### src/rtl/io_buffer_if.sv
`default_nettype none
// ============================================================================
// Module   : io_buffer_if
// Brief    : Core-side and device-side valid/ready channels of io_buffer.
// Revision : 1.0 - initial release
// ============================================================================
interface io_buffer_if #(
  parameter int DATA_W = 8,
  parameter int CPU_W  = 32
);
  logic [CPU_W-1:0]  core_in_data;
  logic              core_in_vld;
  logic              core_in_rdy;
  logic [CPU_W-1:0]  core_out_data;
  logic              core_out_vld;
  logic              core_out_rdy;
  logic [DATA_W-1:0] io_in_data;
  logic              io_in_vld;
  logic              io_in_rdy;
  logic [DATA_W-1:0] io_out_data;
  logic              io_out_vld;
  logic              io_out_rdy;

  // The buffer itself is the slave; core and device together form the master.
  modport slave (
    output core_in_data, core_in_vld,
    input  core_in_rdy,
    input  core_out_data, core_out_vld,
    output core_out_rdy,
    input  io_in_data, io_in_vld,
    output io_in_rdy,
    output io_out_data, io_out_vld,
    input  io_out_rdy
  );

  modport master (
    input  core_in_data, core_in_vld,
    output core_in_rdy,
    output core_out_data, core_out_vld,
    input  core_out_rdy,
    output io_in_data, io_in_vld,
    input  io_in_rdy,
    input  io_out_data, io_out_vld,
    output io_out_rdy
  );
endinterface
`default_nettype wire

### src/rtl/io_buffer.sv
`default_nettype none
// ============================================================================
// Module   : io_buffer
// Brief    : RX/TX FIFOs between core and serial device with sticky error byte.
//            Optional internal TX->RX loopback under IO_BUFFER_LOOPBACK_EN.
// Revision : 1.0 - initial release
// ============================================================================
module io_buffer #(
  parameter int DATA_W   = 8,
  parameter int CPU_W    = 32,
  parameter int RX_DEPTH = 16,
  parameter int TX_DEPTH = 16
) (
  input  wire logic                        clk,
  input  wire logic                        rst,
`ifdef IO_BUFFER_LOOPBACK_EN
  input  wire logic                        loopback,
`endif
  io_buffer_if.slave                       bus,
  input  wire logic [4:0]                  io_err,
  input  wire logic                        err_clr,
  output logic      [7:0]                  err,
  output logic      [$clog2(RX_DEPTH):0]   rx_count,
  output logic      [$clog2(TX_DEPTH):0]   tx_count
);
  localparam int c_RX_AW = $clog2(RX_DEPTH);
  localparam int c_TX_AW = $clog2(TX_DEPTH);
  localparam int c_RX_CW = c_RX_AW + 1;
  localparam int c_TX_CW = c_TX_AW + 1;
  localparam logic [c_RX_CW-1:0] c_RX_FULL = c_RX_CW'(RX_DEPTH);
  localparam logic [c_TX_CW-1:0] c_TX_FULL = c_TX_CW'(TX_DEPTH);

  logic w_lb;

`ifdef IO_BUFFER_LOOPBACK_EN
  // Registered so a mode change takes effect from the following cycle.
  logic r_lb;
  always_ff @(posedge clk) begin
    if (rst) r_lb <= 1'b0;
    else     r_lb <= loopback;
  end
  assign w_lb = r_lb;
`else
  assign w_lb = 1'b0;
`endif

  logic [DATA_W-1:0]  r_rx_mem [RX_DEPTH];
  logic [c_RX_AW-1:0] r_rx_wr, r_rx_rd;
  logic [c_RX_CW-1:0] r_rx_count, w_rx_cnt_nxt;
  logic [DATA_W-1:0]  r_tx_mem [TX_DEPTH];
  logic [c_TX_AW-1:0] r_tx_wr, r_tx_rd;
  logic [c_TX_CW-1:0] r_tx_count, w_tx_cnt_nxt;
  logic [7:0]         r_err;

  logic              w_rx_full, w_rx_empty, w_rx_rdy, w_rx_vld;
  logic              w_tx_full, w_tx_empty, w_tx_rdy, w_tx_vld;
  logic              w_rx_push, w_rx_pop, w_tx_push, w_tx_pop, w_lb_xfer;
  logic [DATA_W-1:0] w_rx_head, w_tx_head, w_rx_din;
  logic [4:0]        w_io_err_m;
  logic [7:0]        w_err_keep;
  logic              w_rx_fill_evt;

  assign w_rx_full  = (r_rx_count == c_RX_FULL);
  assign w_rx_empty = (r_rx_count == '0);
  assign w_tx_full  = (r_tx_count == c_TX_FULL);
  assign w_tx_empty = (r_tx_count == '0);

  // Reset masks every handshake so nothing transfers while rst is high.
  assign w_rx_rdy = !rst && !w_rx_full;
  assign w_rx_vld = !rst && !w_rx_empty;
  assign w_tx_rdy = !rst && !w_tx_full;
  assign w_tx_vld = !rst && !w_tx_empty;

  assign w_rx_head = r_rx_mem[r_rx_rd];
  assign w_tx_head = r_tx_mem[r_tx_rd];

  assign w_lb_xfer = w_lb && w_tx_vld && w_rx_rdy;
  assign w_rx_push = w_lb ? w_lb_xfer : (bus.io_in_vld && w_rx_rdy);
  assign w_rx_din  = w_lb ? w_tx_head : bus.io_in_data;
  assign w_rx_pop  = w_rx_vld && bus.core_in_rdy;
  assign w_tx_push = bus.core_out_vld && w_tx_rdy;
  assign w_tx_pop  = w_lb ? w_lb_xfer : (w_tx_vld && bus.io_out_rdy);

  assign bus.core_in_data = CPU_W'(w_rx_head);
  assign bus.core_in_vld  = w_rx_vld;
  assign bus.core_out_rdy = w_tx_rdy;
  assign bus.io_in_rdy    = w_rx_rdy && !w_lb;
  assign bus.io_out_data  = w_tx_head;
  assign bus.io_out_vld   = w_tx_vld && !w_lb;

  generate
    if (CPU_W > DATA_W) begin : g_hi_unused
      logic w_unused_hi;
      assign w_unused_hi = &{1'b0, bus.core_out_data[CPU_W-1:DATA_W]};
    end
  endgenerate

  always_comb begin
    w_rx_cnt_nxt = r_rx_count;
    case ({w_rx_push, w_rx_pop})
      2'b10:   w_rx_cnt_nxt = r_rx_count + c_RX_CW'(1);
      2'b01:   w_rx_cnt_nxt = r_rx_count - c_RX_CW'(1);
      default: w_rx_cnt_nxt = r_rx_count;
    endcase
  end

  always_comb begin
    w_tx_cnt_nxt = r_tx_count;
    case ({w_tx_push, w_tx_pop})
      2'b10:   w_tx_cnt_nxt = r_tx_count + c_TX_CW'(1);
      2'b01:   w_tx_cnt_nxt = r_tx_count - c_TX_CW'(1);
      default: w_tx_cnt_nxt = r_tx_count;
    endcase
  end

  always_ff @(posedge clk) begin
    if (w_rx_push) r_rx_mem[r_rx_wr] <= w_rx_din;
    if (w_tx_push) r_tx_mem[r_tx_wr] <= bus.core_out_data[DATA_W-1:0];
  end

  always_ff @(posedge clk) begin
    if (rst) begin
      r_rx_wr    <= '0;
      r_rx_rd    <= '0;
      r_rx_count <= '0;
      r_tx_wr    <= '0;
      r_tx_rd    <= '0;
      r_tx_count <= '0;
    end else begin
      if (w_rx_push) r_rx_wr <= r_rx_wr + c_RX_AW'(1);
      if (w_rx_pop)  r_rx_rd <= r_rx_rd + c_RX_AW'(1);
      if (w_tx_push) r_tx_wr <= r_tx_wr + c_TX_AW'(1);
      if (w_tx_pop)  r_tx_rd <= r_tx_rd + c_TX_AW'(1);
      r_rx_count <= w_rx_cnt_nxt;
      r_tx_count <= w_tx_cnt_nxt;
    end
  end

  // Fill event fires on the edge where RX becomes full, so a clear while
  // the FIFO stays full is not immediately undone.
  assign w_io_err_m    = w_lb ? 5'b0 : io_err;
  assign w_rx_fill_evt = (w_rx_cnt_nxt == c_RX_FULL) && !w_rx_full;
  assign w_err_keep    = err_clr ? 8'h00 : r_err;

  always_ff @(posedge clk) begin
    if (rst) begin
      r_err <= 8'h00;
    end else begin
      r_err <= {1'b0,
                w_err_keep[6] | w_rx_fill_evt,
                w_err_keep[5] | (|w_io_err_m),
                w_err_keep[4:0] | w_io_err_m};
    end
  end

  assign err      = r_err;
  assign rx_count = r_rx_count;
  assign tx_count = r_tx_count;
endmodule
`default_nettype wire

### src/flat_wrapper.sv
// flat-port wrapper written by rule: the top's interface ports become plain ports
module io_buffer_flat 
#(
  parameter int DATA_W   = 8,
  parameter int CPU_W    = 32,
  parameter int RX_DEPTH = 16,
  parameter int TX_DEPTH = 16
)
  (clk, rst, io_err, err_clr, err, rx_count, tx_count, bus_core_in_data, bus_core_in_vld, bus_core_in_rdy, bus_core_out_data, bus_core_out_vld, bus_core_out_rdy, bus_io_in_data, bus_io_in_vld, bus_io_in_rdy, bus_io_out_data, bus_io_out_vld, bus_io_out_rdy);
  io_buffer_if #(.DATA_W(DATA_W), .CPU_W(CPU_W)) bus_i ();
  input  wire logic clk;
  input  wire logic rst;
  input  wire logic [4:0] io_err;
  input  wire logic err_clr;
  output logic      [7:0] err;
  output logic      [$clog2(RX_DEPTH):0] rx_count;
  output logic      [$clog2(TX_DEPTH):0] tx_count;
  output wire logic [$bits(bus_i.core_in_data)-1:0] bus_core_in_data;
  output wire logic [$bits(bus_i.core_in_vld)-1:0] bus_core_in_vld;
  input wire logic [$bits(bus_i.core_in_rdy)-1:0] bus_core_in_rdy;
  input wire logic [$bits(bus_i.core_out_data)-1:0] bus_core_out_data;
  input wire logic [$bits(bus_i.core_out_vld)-1:0] bus_core_out_vld;
  output wire logic [$bits(bus_i.core_out_rdy)-1:0] bus_core_out_rdy;
  input wire logic [$bits(bus_i.io_in_data)-1:0] bus_io_in_data;
  input wire logic [$bits(bus_i.io_in_vld)-1:0] bus_io_in_vld;
  output wire logic [$bits(bus_i.io_in_rdy)-1:0] bus_io_in_rdy;
  output wire logic [$bits(bus_i.io_out_data)-1:0] bus_io_out_data;
  output wire logic [$bits(bus_i.io_out_vld)-1:0] bus_io_out_vld;
  input wire logic [$bits(bus_i.io_out_rdy)-1:0] bus_io_out_rdy;
  assign bus_core_in_data = bus_i.core_in_data;
  assign bus_core_in_vld = bus_i.core_in_vld;
  assign bus_i.core_in_rdy = bus_core_in_rdy;
  assign bus_i.core_out_data = bus_core_out_data;
  assign bus_i.core_out_vld = bus_core_out_vld;
  assign bus_core_out_rdy = bus_i.core_out_rdy;
  assign bus_i.io_in_data = bus_io_in_data;
  assign bus_i.io_in_vld = bus_io_in_vld;
  assign bus_io_in_rdy = bus_i.io_in_rdy;
  assign bus_io_out_data = bus_i.io_out_data;
  assign bus_io_out_vld = bus_i.io_out_vld;
  assign bus_i.io_out_rdy = bus_io_out_rdy;
  io_buffer #(.DATA_W(DATA_W), .CPU_W(CPU_W), .RX_DEPTH(RX_DEPTH), .TX_DEPTH(TX_DEPTH)) u_core (.clk(clk), .rst(rst), .bus(bus_i), .io_err(io_err), .err_clr(err_clr), .err(err), .rx_count(rx_count), .tx_count(tx_count));
endmodule
### config.mk
export PLATFORM = sky130hd
export DESIGN_NAME = io_buffer_flat
export DESIGN_NICKNAME = d
export VERILOG_FILES = /design/src/rtl/io_buffer_if.sv /design/src/rtl/io_buffer.sv /design/src/flat_wrapper.sv
export SDC_FILE = /design/constraint.sdc
export NUM_CORES = 1
export LEC_CHECK = 0
export CELL_PAD_IN_SITES_DETAIL_PLACEMENT = 0
export CELL_PAD_IN_SITES_GLOBAL_PLACEMENT = 2
export CORE_MARGIN = 5
export CORE_UTILIZATION = 43
export CTS_CLUSTER_SIZE = 14
export DETAILED_ROUTE_END_ITERATION = 7
export PLACE_DENSITY = 0.89
export SLEW_MARGIN = 15
export SYNTH_ARGS = -nofsm -noshare
export SYNTH_HDL_FRONTEND = slang
export SYNTH_SLANG_ARGS = --single-unit
### constraint.sdc
create_clock -name clk -period 3.99 [get_ports clk]
set_input_delay 0.5985 -clock clk [delete_from_list [all_inputs] [get_ports clk]]
set_output_delay 0.5985 -clock clk [all_outputs]
set_load 0.03 [all_outputs]
==> reports/metrics.cfg <==
[outcome]
status = completed

[synthesis]
synthXorXnorAreaFrac_pct = 1.39
synth_area_leaders = edfxtp_1, mux4_2, dfxtp_1
synthFlopType = edfxtp_1
synth_cells = 638
syn_area_sq_um = 12000
synth_edf_count = 256
synth_seq_cells = 297
synth_top_cell_by_area = edfxtp_1
avgSynthCellArea_sq_um = 18.8
synth_top_family_by_area = multiplexers
synth.area.mux_share_pct = 15.3
ys_warn_count = 0
synth_compound_area_share_pct = 2.32
post_synth_num_cell_types = 46
synth-simple-area-share_pct = 4.42
synth_top_cell_area_share_pct = 64.2
async_reset_ff_share_pct = 0
synth_fa_ha_area_share_pct = 1.94
yosysSeqAreaShare_pct = 71.0

[timing]
period_needed_ns = 3.50
hold_viol_final = 0
fmax_mhz = 286
max-slew-margin-rel_pct = 48.3
rsz0062_at_grt = no
worst_pin_slew_ns = 0.773
finalMaxSlewViolations = 0
setup_violations = 0
fin_crit_sh_pct = 87.8
holdWs_ns = 0.498
tns_ns = 0
fin_skew_ns = 0.0154

[final_layout]
syn2layout_area_growth_pct = 15.0
diodes = 0
fillCellCount = 2218
fin_nets = 782
multiInputGateArea_sq_um = 3130
drive_above_1_share_pct = 17.9
seq_area_sq_um = 8510

[placement]
gp_congestion = 0.739
io_buffers = 64
dp_hpwl_microns = 14700

[clocking]
ctsHoldBuffers = 0
cts_max_path_buffers = 3
post_cts_buffers = 0
htreeDepth = 1
clock_latency_ns = 0.54
cts_resized = 0
clkSinkCount = 297
cts_root_buf = clkbuf_16
clk_pin_slew_ns = 0.06
cts_buffers = 28
cts_tree = done

[worst_hold_path]
holdPathStages = 1
hp-class = reg -> reg
hold-path-endpoint = u_core.err[6]
min_from = u_core.err[6]

[drt]
postRouteAntennaNets = 0
first_pass_iters = 4
vias_per_cell = 5.14
vias = 5706
drt_iter0_drc = 437
post_drt_wl_per_cell_microns = 19.4
totalWireLength_microns = 21600
drc = 0

[power]
vdd_ir_drop_max_v = 0.000263
p_leak_nw = 4.39
power_density_nw_per_um2 = 478

[die]
ios = 114
core_area_sq_um = 27600
die_x_microns = 177
num_rows = 61
initial_utilization_pct = 43.4
die_area_sq_um = 31300
fp.dieH_microns = 177

[global_routing]
grt_overflow = 0
grt_pass1_wl_microns = 33500
antenna_found_initial = 0
grt_use_total_pct = 13.7
grt_max_degree = 33
first_global_vias = 6010

[setup_path]
r2r_end = u_core.tx_count[4]
startpoint_type = flop
criticalPathCategory = reg -> out
r2r_slack_ns = 0.75
cp-end-kind = output pin
worst-path-max-fanout = 32
reg2regPathDepth = 12
crit_arrival_ns = 2.90
critPathRequiredTime_ns = 3.39
reg2reg_from = u_core.tx_count[0]

[run]
cap_violations = 0

## cell usage after synthesis, types with 5 or more instances
cell type / instances
mux4_2: 78
xnor2_1: 8
nand2_1: 13
edfxtp_1: 256
ha_1: 17
buf_6: 5
dfxtp_1: 41
and3_1: 7
clkbuf_1: 7
buf_4: 30
inv_1: 20
and2_1: 12
nor2_1: 46
xor2_1: 11
nor3_1: 7
a21oi_1: 19
buf_1: 11
nand2b_1: 5
## final cells by class
class                   count  share of cell area (%)
well taps                 378                    3.43
clock buffers              37                    5.48
multi-input cells         290                    22.7
repair buffers             75                    5.39
inverters                  20                   0.545
flip-flops and latches    297                    61.7
clock inverters            14                   0.699
## layer usage
metal | routed length, microns | global-route usage (%) | share of wire [%] | up-vias
met5 | 0 | 0 | 0 | -
met4 | 400 | 3.77 | 1.9 | 0
met3 | 1030 | 1.99 | 4.8 | 36
met2 | 11500 | 24.4 | 53 | 148
met1 | 8670 | 17.5 | 40 | 2912
li1 | - | - | - | 2610
## through the flow
| step | cells | cell area, sq um | power (mW) | util [%] | setup slack (ns) |
|---|---|---|---|---|---|
| after detailed placement | 1060 | 12900 | 4.19 | 46.8 | 0.590 |
| after floorplan | 662 | 12100 | 3.98 | - | 0.973 |
| after global routing | 1111 | 13800 | 6.83 | 49.9 | 0.374 |
| final | 1111 | 13800 | 6.59 | 49.9 | 0.488 |
| after global placement | 1060 | 12900 | 4.16 | 46.8 | 0.627 |
| after CTS | 1111 | 13800 | 6.66 | 49.9 | 0.422 |
## critical path, stage by stage (launching register included)
cell	delay [ns]
dfxtp_2	0.34
buf_12	0.25
mux4_1	0.63
mux4_2	0.52
clkdlybuf4s50_1	0.62
## worst max-delay path by stage
stage                             from                   to  slack (ns)  cells after the start
detailed placement       bus_io_in_vld        u_core.err[6]        0.59                     12
global placement         bus_io_in_vld        u_core.err[6]        0.63                     12
finish                            flop  bus_core_in_data[7]        0.49                      4
floorplan           u_core.tx_count[0]   u_core.tx_count[4]        0.97                     10
CTS                               flop  bus_core_in_data[7]        0.42                      4
global route                      flop  bus_core_in_data[7]        0.37                      4
## flip-flops by register name (all words and copies together), names as in the netlist, named ones only
register         count
u_core.r_rx_wr       4
u_core.r_rx_mem    128
u_core.r_tx_mem    128
u_core.err           7
u_core.r_tx_rd       4
u_core.r_rx_rd       4
u_core.r_tx_wr       4
u_core.rx_count      5
u_core.tx_count      5
## layout by cell type (no fill, tap or decap), types with 3 or more instances in the layout
| cell | netlist | layout |
|---|---|---|
| edfxtp_1 | 256 | 256 |
| mux4_2 | 78 | 78 |
| clkdlybuf4s50_1 | 0 | 63 |
| nor2_1 | 46 | 46 |
| dfxtp_1 | 41 | 39 |
| clkbuf_16 | 0 | 29 |
| conb_1 | 1 | 25 |
| inv_1 | 20 | 20 |
| a21oi_1 | 19 | 19 |
| ha_1 | 17 | 17 |
| nand2_1 | 13 | 13 |
| and2_1 | 12 | 12 |
| xor2_1 | 11 | 11 |
| clkinv_1 | 0 | 9 |
| buf_4 | 30 | 9 |
| xnor2_1 | 8 | 8 |
| clkbuf_1 | 7 | 8 |
| nor3_1 | 7 | 7 |
| and3_1 | 7 | 7 |
| nand2b_1 | 5 | 5 |
| o21ai_0 | 4 | 4 |
| nand4_1 | 4 | 4 |
| o31ai_1 | 3 | 3 |
| nor2b_1 | 3 | 3 |
## kinds of logic (layout without fill, tap and decap cells)
| kind of cell | count (synthesis) | after routing |
|---|---|---|
| simple gates | 106 | 106 |
| buf+inv | 75 | 146 |
| compound gates | 40 | 40 |
| flops | 297 | 297 |
| mux | 82 | 82 |
| other cells | 1 | 25 |
| xor+xnor | 19 | 19 |
| fa+ha+maj | 18 | 18 |
## where the power goes
| group | total [mW] | switching (mW) | leakage (nW) | internal, mW |
|---|---|---|---|---|
| Sequential | 3.45 | 0.0398 | 2.64 | 3.41 |
| Combinational | 0.660 | 0.364 | 1.34 | 0.296 |
| Clock | 2.48 | 1.08 | 0.409 | 1.39 |
Power figures use the tool's default switching activity.
==> variant: new RTL, same settings <==
`DATA_W` is set to 8 in 3 places; all go to 6.
--- a/src/rtl/io_buffer_if.sv
+++ b/src/rtl/io_buffer_if.sv
@@ -6,5 +6,5 @@
 // ============================================================================
 interface io_buffer_if #(
-  parameter int DATA_W = 8,
+  parameter int DATA_W = 6,
   parameter int CPU_W  = 32
 );
--- a/src/rtl/io_buffer.sv
+++ b/src/rtl/io_buffer.sv
@@ -7,5 +7,5 @@
 // ============================================================================
 module io_buffer #(
-  parameter int DATA_W   = 8,
+  parameter int DATA_W   = 6,
   parameter int CPU_W    = 32,
   parameter int RX_DEPTH = 16,
--- a/src/flat_wrapper.sv
+++ b/src/flat_wrapper.sv
@@ -2,5 +2,5 @@
 module io_buffer_flat 
 #(
-  parameter int DATA_W   = 8,
+  parameter int DATA_W   = 6,
   parameter int CPU_W    = 32,
   parameter int RX_DEPTH = 16,
Interface: changed (resized bus_io_in_data and bus_io_out_data); port bits go from 114 to 110. No check against the original RTL was run, so the function may have changed too.
==> variant against the unedited design <==
Area after synthesis fell by 20%; sequential share of layout area fell by 2.6 points; fmax fell by 1.4%; cell count fell by 18%; design area fell by 19%; via count fell by 17%; setup slack got worse by 50 ps; power fell by 15%; synthesized cell count fell by 13%; count of clock-buffer cells in the layout fell by 5; wire length fell by 20%; sequential cell count fell by 64.
==> variant: results (changes against the unedited design) <==
synth:
  synth_common_cells: "edfxtp_1 (192), mux4_2 (60), nor2_1 (46)"
  ys_seq_area_frac: 0.6868  # -0.02326
  yosys-top-cells-area: "edfxtp_1 (60%), mux4_2 (14%), dfxtp_1 (8.6%)"
  synth_edf_count: 192  # -25%
  synth_cell_types: 45  # -2.2%
status:
  status: "complete, no violations"
final_layout:
  nonClkBufAreaFrac: 0.05459  # +0.0006727
  drive_above_1_share: 0.1703  # -0.008371
  clockNetworkAreaShare: 0.07538  # +0.01356
  clkbuf_count: 32  # -14%
  multi_input_comb_cells: 272  # -6.2%
  seq_share: 0.5913  # -0.02614
  nets: 683  # -13%
  syn2layout_area_growth_pct: 16.15
  fill_cells: 1786  # -19%
  multi_input_area_share: 0.2405  # +0.01347
  buffers: 63  # -16%
critical_path:
  cp_max_fo: 24  # -25%
  slowest_delay_ps: 620
  arrival_ps: 2950  # +50 ps
drt:
  firstDrtPassIters: 4  # unchanged
  viasPerCell: 5.187  # +1.0%
  first_iter_violations: 240  # -45%
  wl_met2_mm: 9.247  # -19%
  m1WireLength_mm: 7.012  # -19%
  route.met3.wl_um: 798  # -22%
  wire_per_inst_um: 18.99  # -2.2%
place:
  placement.io_buffers: 56  # -13%
  dpl_cell_area_mm2: 0.01030  # -20%
  gp_congestion: 0.7607  # +3.0%
  dpl_worst_slack_ps: 543.4  # -46.15 ps
  dp_hpwl_mm: 11.91  # -19%
global_route:
  grt_start_max_net_pins: 27  # -18%
  grtUsageMet2: 0.2414  # -0.002447
  grt_use_total: 0.1352  # -0.001316
  met3_usage: 0.02123  # +0.001359
  use_met1: 0.1746  # -0.0006971
  grt_pass1_vias: 5017  # -17%
clocking:
  clkLatencyLatePin_ps: 520  # -20 ps
  tritoncts.num_buffers: 25  # -11%
power_and_ir_drop:
  ir_drop_v: 0.0002748  # +4.5%
  power_leakage_uw: 0.003645  # -17%
  power_per_cell_area_mw_per_mm2: 502.4  # +5.0%
sta:
  worstMarginPinSlew_ps: 987.8  # +214.6 ps
  skew_ps: 11.03  # -4.352 ps
variant: cell count changes after synthesis, sizes merged:
| cell | unedited run | this run |
|---|---|---|
| edfxtp | 256 | 192 |
| mux4 | 80 | 60 |
| buf | 48 | 42 |
| clkbuf | 7 | 11 |
variant: cells by family (layout without fill, tap and decap cells):
family / after synthesis / after routing / synth area share
flops: 233 / 233 / 0.6868
simple gates: 106 / 106 / 0.05519
buf+inv: 73 / 129 / 0.04397
mux: 62 / 62 / 0.1430
compound gates: 40 / 40 / 0.02897
xor+xnor: 19 / 19 / 0.01735
fa+ha+maj: 18 / 18 / 0.02427
other cells: 1 / 27 / 0.0003911
variant: per-stage QoR:
step / instances / hold slack [ps] / utilization
2_1_floorplan: 578 / 484.7 / -
3_3_place_gp: 868 / 458.2 / 0.4705
3_5_place_dp: 868 / 473.9 / 0.4705
4_1_cts: 914 / 488.2 / 0.5088
5_1_grt: 914 / 530.1 / 0.5088
6_report: 914 / 480.4 / 0.5088
variant: final timing paths:
path / slack, ps / depth (start not counted) / to / start
worst max-delay path: 440 / 4 / bus_core_in_data[5] / flop
worst min-delay path: 480 / 1 / u_core.err[6]$_SDFF_PP0_ / u_core.err[6]$_SDFF_PP0_
worst max register to register: 740 / 11 / u_core.tx_count[4]$_SDFFE_PP0P_ / u_core.tx_count[0]$_SDFFE_PP0P_
worst min register to register: 480 / 1 / u_core.err[6]$_SDFF_PP0_ / u_core.err[6]$_SDFF_PP0_
variant: power by group:
part	total [uW]	internal (uW)	switching, uW	leakage (uW)
logic	560	243	317	0.00118
clock network	2330	1420	906	0.000405
registers	2710	2670	36.2	0.00206
